### src/rtl/audio_pkg.sv
// Shared audio types and helpers for the output end of the effect chain.
// Contents:
//   i2s_state_t    - transmitter FSM state (IDLE, RUN)
//   i2s_frame_clks - clk cycles per I2S frame (two slots of slot_bits bclks)
package audio_pkg;

  typedef enum logic {
    IDLE = 1'b0,
    RUN  = 1'b1
  } i2s_state_t;

  // One frame spans two slots; each bclk period is two half-periods of bclk_div clks.
  function automatic int unsigned i2s_frame_clks(input int unsigned slot_bits,
                                                 input int unsigned bclk_div);
    return 4 * slot_bits * bclk_div;
  endfunction

endpackage

### src/rtl/i2s_tx_if.sv
// Sample-stream input and I2S bus output of the mono I2S transmitter.
// Signals:
//   data_i, vld_i                  - strobed sample stream from the effect chain
//   bclk, lrclk, sdata             - I2S bus to the DAC
//   underrun, overrun              - one-cycle status pulses
// Modports: master = chain/DAC side, slave = transmitter.
interface i2s_tx_if #(
  parameter int unsigned DATA_WIDTH = 8
);

  logic [DATA_WIDTH-1:0] data_i;
  logic                  vld_i;
  logic                  bclk;
  logic                  lrclk;
  logic                  sdata;
  logic                  underrun;
  logic                  overrun;

  modport master (
    output data_i, vld_i,
    input  bclk, lrclk, sdata, underrun, overrun
  );

  modport slave (
    input  data_i, vld_i,
    output bclk, lrclk, sdata, underrun, overrun
  );

endinterface

### src/rtl/bclk_gen.sv
// I2S bit-clock generator: divides clk into bclk and flags each falling edge.
// Ports:
//   clk, rst - system clock, synchronous active-high reset
//   en       - run enable; when low the divider and bclk are held at 0
//   bclk     - registered bit clock, half-period BCLK_DIV clks
//   fall_c   - combinational strobe: bclk goes 1->0 at the next clk edge
module bclk_gen #(
  parameter int unsigned BCLK_DIV = 2
) (
  input  logic clk,
  input  logic rst,
  input  logic en,
  output logic bclk,
  output logic fall_c
);

  localparam int unsigned    DIV_W    = (BCLK_DIV > 1) ? $clog2(BCLK_DIV) : 1;
  localparam logic [DIV_W-1:0] DIV_LAST = DIV_W'(BCLK_DIV - 1);

  logic [DIV_W-1:0] div;
  logic             wrap_c;

  assign wrap_c = (div == DIV_LAST);

  // Half-period divider; bclk toggles when it wraps.
  always_ff @(posedge clk) begin
    if (rst || !en) begin
      div  <= '0;
      bclk <= 1'b0;
    end else if (wrap_c) begin
      div  <= '0;
      bclk <= ~bclk;
    end else begin
      div  <= div + DIV_W'(1);
    end
  end

  assign fall_c = en && wrap_c && bclk;

endmodule

### src/rtl/i2s_tx.sv
// Mono I2S transmitter: holds the latest chain sample and sends it MSB-first
// in both the left and right slot of every frame, with one-bclk I2S delay.
// Ports:
//   clk, rst - system clock, synchronous active-high reset
//   bus      - i2s_tx_if slave: data_i/vld_i in; bclk/lrclk/sdata/underrun/overrun out
module i2s_tx
  import audio_pkg::*;
#(
  parameter int unsigned DATA_WIDTH = 8,
  parameter int unsigned SLOT_BITS  = 16,
  parameter int unsigned BCLK_DIV   = 2
) (
  input  logic      clk,
  input  logic      rst,
  i2s_tx_if.slave   bus
);

  localparam int unsigned    FRAME_BITS = 2 * SLOT_BITS;
  localparam int unsigned    P_W        = $clog2(FRAME_BITS);
  localparam logic [P_W-1:0] P_LAST     = P_W'(FRAME_BITS - 1);
  localparam logic [P_W-1:0] SLOT       = P_W'(SLOT_BITS);

  // Elaboration-time parameter checks.
  if (SLOT_BITS <= DATA_WIDTH) begin : g_bad_slot
    $error("i2s_tx: SLOT_BITS must be greater than DATA_WIDTH");
  end
  if (BCLK_DIV < 1) begin : g_bad_div
    $error("i2s_tx: BCLK_DIV must be at least 1");
  end

  i2s_state_t            state, state_next;
  logic [P_W-1:0]        p, p_next;
  logic [DATA_WIDTH-1:0] hold, hold_next;
  logic                  hold_full, hold_full_next;
  logic [DATA_WIDTH-1:0] shreg, shreg_next;
  logic                  lrclk_r, lrclk_next;
  logic                  sdata_r, sdata_next;
  logic                  underrun_r, underrun_next;
  logic                  overrun_r, overrun_next;
  logic [P_W-1:0]        off_c;
  logic                  run_c;
  logic                  fall_c;
  logic                  frame_start_c;

  assign run_c = (state == RUN);

  bclk_gen #(
    .BCLK_DIV (BCLK_DIV)
  ) u_bclk_gen (
    .clk    (clk),
    .rst    (rst),
    .en     (run_c),
    .bclk   (bus.bclk),
    .fall_c (fall_c)
  );

  // The falling edge that wraps p back to 0 starts a new frame.
  assign frame_start_c = fall_c && (p == P_LAST);

  // Next-state, frame position, holding register and output logic.
  always_comb begin
    state_next     = state;
    p_next         = p;
    hold_next      = hold;
    hold_full_next = hold_full;
    shreg_next     = shreg;
    underrun_next  = 1'b0;
    overrun_next   = 1'b0;
    lrclk_next     = 1'b0;
    sdata_next     = 1'b0;
    off_c          = '0;

    case (state)
      IDLE: begin
        if (bus.vld_i) begin
          // The entry frame consumes the triggering sample directly.
          state_next = RUN;
          p_next     = '0;
          hold_next  = bus.data_i;
          shreg_next = bus.data_i;
        end
      end
      RUN: begin
        if (fall_c) begin
          p_next = (p == P_LAST) ? '0 : p + P_W'(1);
        end
        if (frame_start_c) begin
          if (hold_full) begin
            shreg_next     = hold;
            hold_full_next = 1'b0;
          end else begin
            underrun_next = 1'b1;
          end
        end else if (bus.vld_i && hold_full) begin
          overrun_next = 1'b1;
        end
        // A sample arriving on a frame-start load refills hold without overrun.
        if (bus.vld_i) begin
          hold_next      = bus.data_i;
          hold_full_next = 1'b1;
        end
      end
      default: state_next = IDLE;
    endcase

    // Slot offset 0 is the I2S delay bit; bits 1..DATA_WIDTH carry MSB..LSB.
    lrclk_next = (p_next >= SLOT);
    off_c      = lrclk_next ? (p_next - SLOT) : p_next;
    for (int i = 0; i < DATA_WIDTH; i++) begin
      if (off_c == P_W'(DATA_WIDTH - i)) begin
        sdata_next = shreg[i];
      end
    end
  end

  // State and datapath registers.
  always_ff @(posedge clk) begin
    if (rst) begin
      state      <= IDLE;
      p          <= '0;
      hold       <= '0;
      hold_full  <= 1'b0;
      shreg      <= '0;
      lrclk_r    <= 1'b0;
      sdata_r    <= 1'b0;
      underrun_r <= 1'b0;
      overrun_r  <= 1'b0;
    end else begin
      state      <= state_next;
      p          <= p_next;
      hold       <= hold_next;
      hold_full  <= hold_full_next;
      shreg      <= shreg_next;
      lrclk_r    <= lrclk_next;
      sdata_r    <= sdata_next;
      underrun_r <= underrun_next;
      overrun_r  <= overrun_next;
    end
  end

  assign bus.lrclk    = lrclk_r;
  assign bus.sdata    = sdata_r;
  assign bus.underrun = underrun_r;
  assign bus.overrun  = overrun_r;

endmodule

### src/flat_wrapper.sv
// flat-port wrapper written by rule: the top's interface ports become plain ports
module i2s_tx_flat import audio_pkg::*;
#(
  parameter int unsigned DATA_WIDTH = 8,
  parameter int unsigned SLOT_BITS  = 16,
  parameter int unsigned BCLK_DIV   = 2
)
  (clk, rst, bus_data_i, bus_vld_i, bus_bclk, bus_lrclk, bus_sdata, bus_underrun, bus_overrun);
  i2s_tx_if #(.DATA_WIDTH(DATA_WIDTH)) bus_i ();
  input  logic clk;
  input  logic rst;
  input wire logic [$bits(bus_i.data_i)-1:0] bus_data_i;
  input wire logic [$bits(bus_i.vld_i)-1:0] bus_vld_i;
  output wire logic [$bits(bus_i.bclk)-1:0] bus_bclk;
  output wire logic [$bits(bus_i.lrclk)-1:0] bus_lrclk;
  output wire logic [$bits(bus_i.sdata)-1:0] bus_sdata;
  output wire logic [$bits(bus_i.underrun)-1:0] bus_underrun;
  output wire logic [$bits(bus_i.overrun)-1:0] bus_overrun;
  assign bus_i.data_i = bus_data_i;
  assign bus_i.vld_i = bus_vld_i;
  assign bus_bclk = bus_i.bclk;
  assign bus_lrclk = bus_i.lrclk;
  assign bus_sdata = bus_i.sdata;
  assign bus_underrun = bus_i.underrun;
  assign bus_overrun = bus_i.overrun;
  i2s_tx #(.DATA_WIDTH(DATA_WIDTH), .SLOT_BITS(SLOT_BITS), .BCLK_DIV(BCLK_DIV)) u_core (.clk(clk), .rst(rst), .bus(bus_i));
endmodule
### config.mk
export PLATFORM = sky130hd
export DESIGN_NAME = i2s_tx_flat
export DESIGN_NICKNAME = d
export VERILOG_FILES = /design/src/rtl/audio_pkg.sv /design/src/rtl/i2s_tx_if.sv /design/src/rtl/bclk_gen.sv /design/src/rtl/i2s_tx.sv /design/src/flat_wrapper.sv
export SDC_FILE = /design/constraint.sdc
export NUM_CORES = 1
export LEC_CHECK = 0
export ABC_AREA = 1
export BUFFER_PORTS_ARGS = -buffer_cell sky130_fd_sc_hd__buf_4
export CAP_MARGIN = 20
export CORE_UTILIZATION = 33
export DETAILED_ROUTE_END_ITERATION = 16
export PLACE_DENSITY = 0.53
export SLEW_MARGIN = 10
export SYNTH_ARGS = -nofsm -noshare
export SYNTH_HDL_FRONTEND = slang
export SYNTH_SLANG_ARGS = --single-unit
### constraint.sdc
create_clock -name clk -period 2.1 [get_ports clk]
set_input_delay 0.525 -clock clk [delete_from_list [all_inputs] [get_ports clk]]
set_output_delay 0.525 -clock clk [all_outputs]
set_load 0.02 [all_outputs]
==> results.tsv <==
metric	value	unit
Crit Path Category	flip-flop to flip-flop	
total track usage	15.53	%
RSZ-0062 raised after global routing	no	
Num CTS Buffers	5	
Layout Cells excl Fill	250	
Antenna Cells	0	
EDFF count, synth	0	
Worst Path Max Fanout	14	
antenna-violating nets left	0	
sequential cell area fraction in the yosys report	41.69	%
CP Capture Type	flip-flop	
Max-Slew Margin vs Limit	73.19	%
WL/cell	11.64	um
core area	0.004029	mm^2
FF-to-FF setup slack	200	ps
Die Y	66.96	um
RD Place Congestion	0.8083	
Post-Syn Nets	195	
die width	66.96	um
Initial Utilization	34.57	%
Final nets	212	
row count	23	
prevailing post-synth register cell	dfxtp_1	
final setup violation count	0	
Synth async-reset ratio	0	%
global-route wire length before repair	5016	um
share of cells above drive strength 1	24.00	%
drt pass-1 iters	4	
H-tree Lvls	2	
Clock Sinks	29	
final core occ	40.90	%
Min Hold Slack	468.4	ps
Worst Max-Slew Pin Slew	401.5	ps
total grt overflow	0	
Routed Wire Length	2909	um
total number of vias	1194	
worst-skew pair later-pin latency	280	ps
DIE AREA	0.004484	mm^2
Mapped Area	0.001393	mm^2
CP Launch Type	flip-flop	
fill count	425	
FF+latch count, synth	29	
f_max	527.0	MHz
Gate Count Post-Synth	182	
Syn. warnings	0	
DR DRC count	0	
setup tns final	0	ps
largest net degree at the start of global routing	28	
initial antenna violation count	0	
TritonCTS clock tree	built	
final max-slew violation count	0	
synth unique cells	29	
Hold Startpoint	u_core.hold[6]	
R2R depth	11	
reg2reg end	u_core.shreg[4]	
DR iter-0 viols	48	
Endpoint, Worst Hold	u_core.hold[6]	
reg2reg start	u_core.p[0]	
Final Hold Fails	0	
largest vdd supply drop	0.4209	mV
top-level port count	16	
Area growth syn-to-layout	18.33	%
clock skew	2.881	ps
MaxCap Viol Count	0	
Worst EP required	2290	ps
crit path from	u_core.p[0]	
Reg clk slew, reported paths	60	ps
# placed instances	242	
WHS Path Cells	2	
Longest Clk Path Bufs	2	
static leakage	0.6926	nW
HP Class	flip-flop to flip-flop	
vias in the first global route	1124	
syn_area_per_cell	7.652	um^2
Final period util	90.36	%
run status	completed	
min Tclk post-route	1897	ps
Pwr per Cell Area	762.0	mW/mm^2
Root Driver	clkbuf_8	
Critical Path AT	2090	ps
DP Wirelength	2154	um
IO Port Bufs	15	
via density per instance	4.776	
cell type report:
| class | count | area (um^2) | share of cell area (%) |
|---|---|---|---|
| well taps | 50 | 62.56 | 3.797 |
| clock inverters | 1 | 5.005 | 0.3037 |
| repair buffers | 17 | 127.6 | 7.745 |
| flip-flops and latches | 29 | 583.1 | 35.38 |
| multi-input cells | 126 | 696.9 | 42.29 |
| inverters | 20 | 76.32 | 4.632 |
| clock buffers | 7 | 96.34 | 5.847 |
synth_stat cells, types with 3 or more instances:
master	number	area (um^2)
nor2_1	29	108.9
dfxtp_1	29	580.6
nand2_1	37	138.9
nand3_1	9	45.04
a211oi_1	10	75.07
a311oi_1	3	26.28
nand2_2	4	25.02
nor2_2	3	18.77
a21oi_1	10	50.05
a211oi_2	3	37.54
clkbuf_1	3	11.26
inv_1	19	71.32
through the flow:
stage                     cell area, um^2  power (mW)  setup slack (ps)
after floorplan                      1393      0.7226             383.8
after global placement               1541      0.7601             272.7
after detailed placement             1541      0.7623             179.7
after CTS                            1643       1.272             165.3
after global routing                 1648       1.325             9.841
final                                1648       1.256             202.5
cell families (layout without fill, tap and decap cells):
family | count (synthesis) | count (layout) | synth area share [%]
simple gates | 91 | 91 | 30.01
compound gates | 33 | 33 | 18.06
flops | 29 | 29 | 41.69
buf+inv | 27 | 45 | 8.445
fa+ha+maj | 2 | 2 | 1.797
layer usage:
| metal | global-route usage (%) | vias to the layer above | wire (um) |
|---|---|---|---|
| li1 | - | 635 | - |
| met1 | 19.17 | 535 | 1426 |
| met2 | 24.12 | 19 | 1341 |
| met3 | 5.137 | 5 | 94 |
| met4 | 7.181 | 0 | 47 |
| met5 | 0 | - | 0 |
power by group:
group | switching [mW] | total [mW] | leakage, nW | internal (mW)
clock network | 0.210 | 0.506 | 0.0542 | 0.296
registers | 0.0228 | 0.605 | 0.239 | 0.583
logic | 0.0859 | 0.145 | 0.399 | 0.0588
total | 0.319 | 1.26 | 0.693 | 0.937
what timing repair did:
| action | 4_1_cts | 5_1_grt |
|---|---|---|
| hold buffers | 0 | 0 |
| gates resized for setup | 0 | 3 |
| setup endpoints to repair | 0 | 4 |
| setup buffers | 0 | 0 |
critical path: stages (launching register included):
cell      delay, ps
dfxtp_2         350
ha_2            180
nand2_1          60
nor2_1          120
ha_1            180
inv_1            90
o21a_4          240
nor2_2           90
o21ai_2          80
clkinv_2        170
nor2_1           70
a311oi_1        180
worst max-delay path by stage:
stage	end	slack (ps)	cells past startpoint
global placement	u_core.bus.sdata	270	14
CTS	u_core.shreg[4]	170	11
floorplan	u_core.bus.sdata	380	14
global route	u_core.bus.sdata	10	13
finish	u_core.shreg[4]	200	11
detailed placement	u_core.shreg[4]	180	11
placed cells by master, fill, tap and decap left out, types with 4 or more instances in the layout:
master,n
a21oi_1,10
inv_1,19
a211oi_1,10
dfxtp_1,27
nor2_1,29
nand3_1,9
nand2_1,37
buf_4,17
nand2_2,4
clkbuf_8,7
state kept, by name, indices dropped and copies added (netlist names):
| signal | count |
|---|---|
| u_core.bus.lrclk | 1 |
| u_core.bus.overrun | 1 |
| u_core.bus.sdata | 1 |
| u_core.bus.underrun | 1 |
| u_core.hold | 8 |
| u_core.hold_full | 1 |
| u_core.p | 5 |
| u_core.run_c | 1 |
| u_core.shreg | 8 |
| u_core.u_bclk_gen.bclk | 1 |
| u_core.u_bclk_gen.div | 1 |
(Power assumes the default switching activity.)
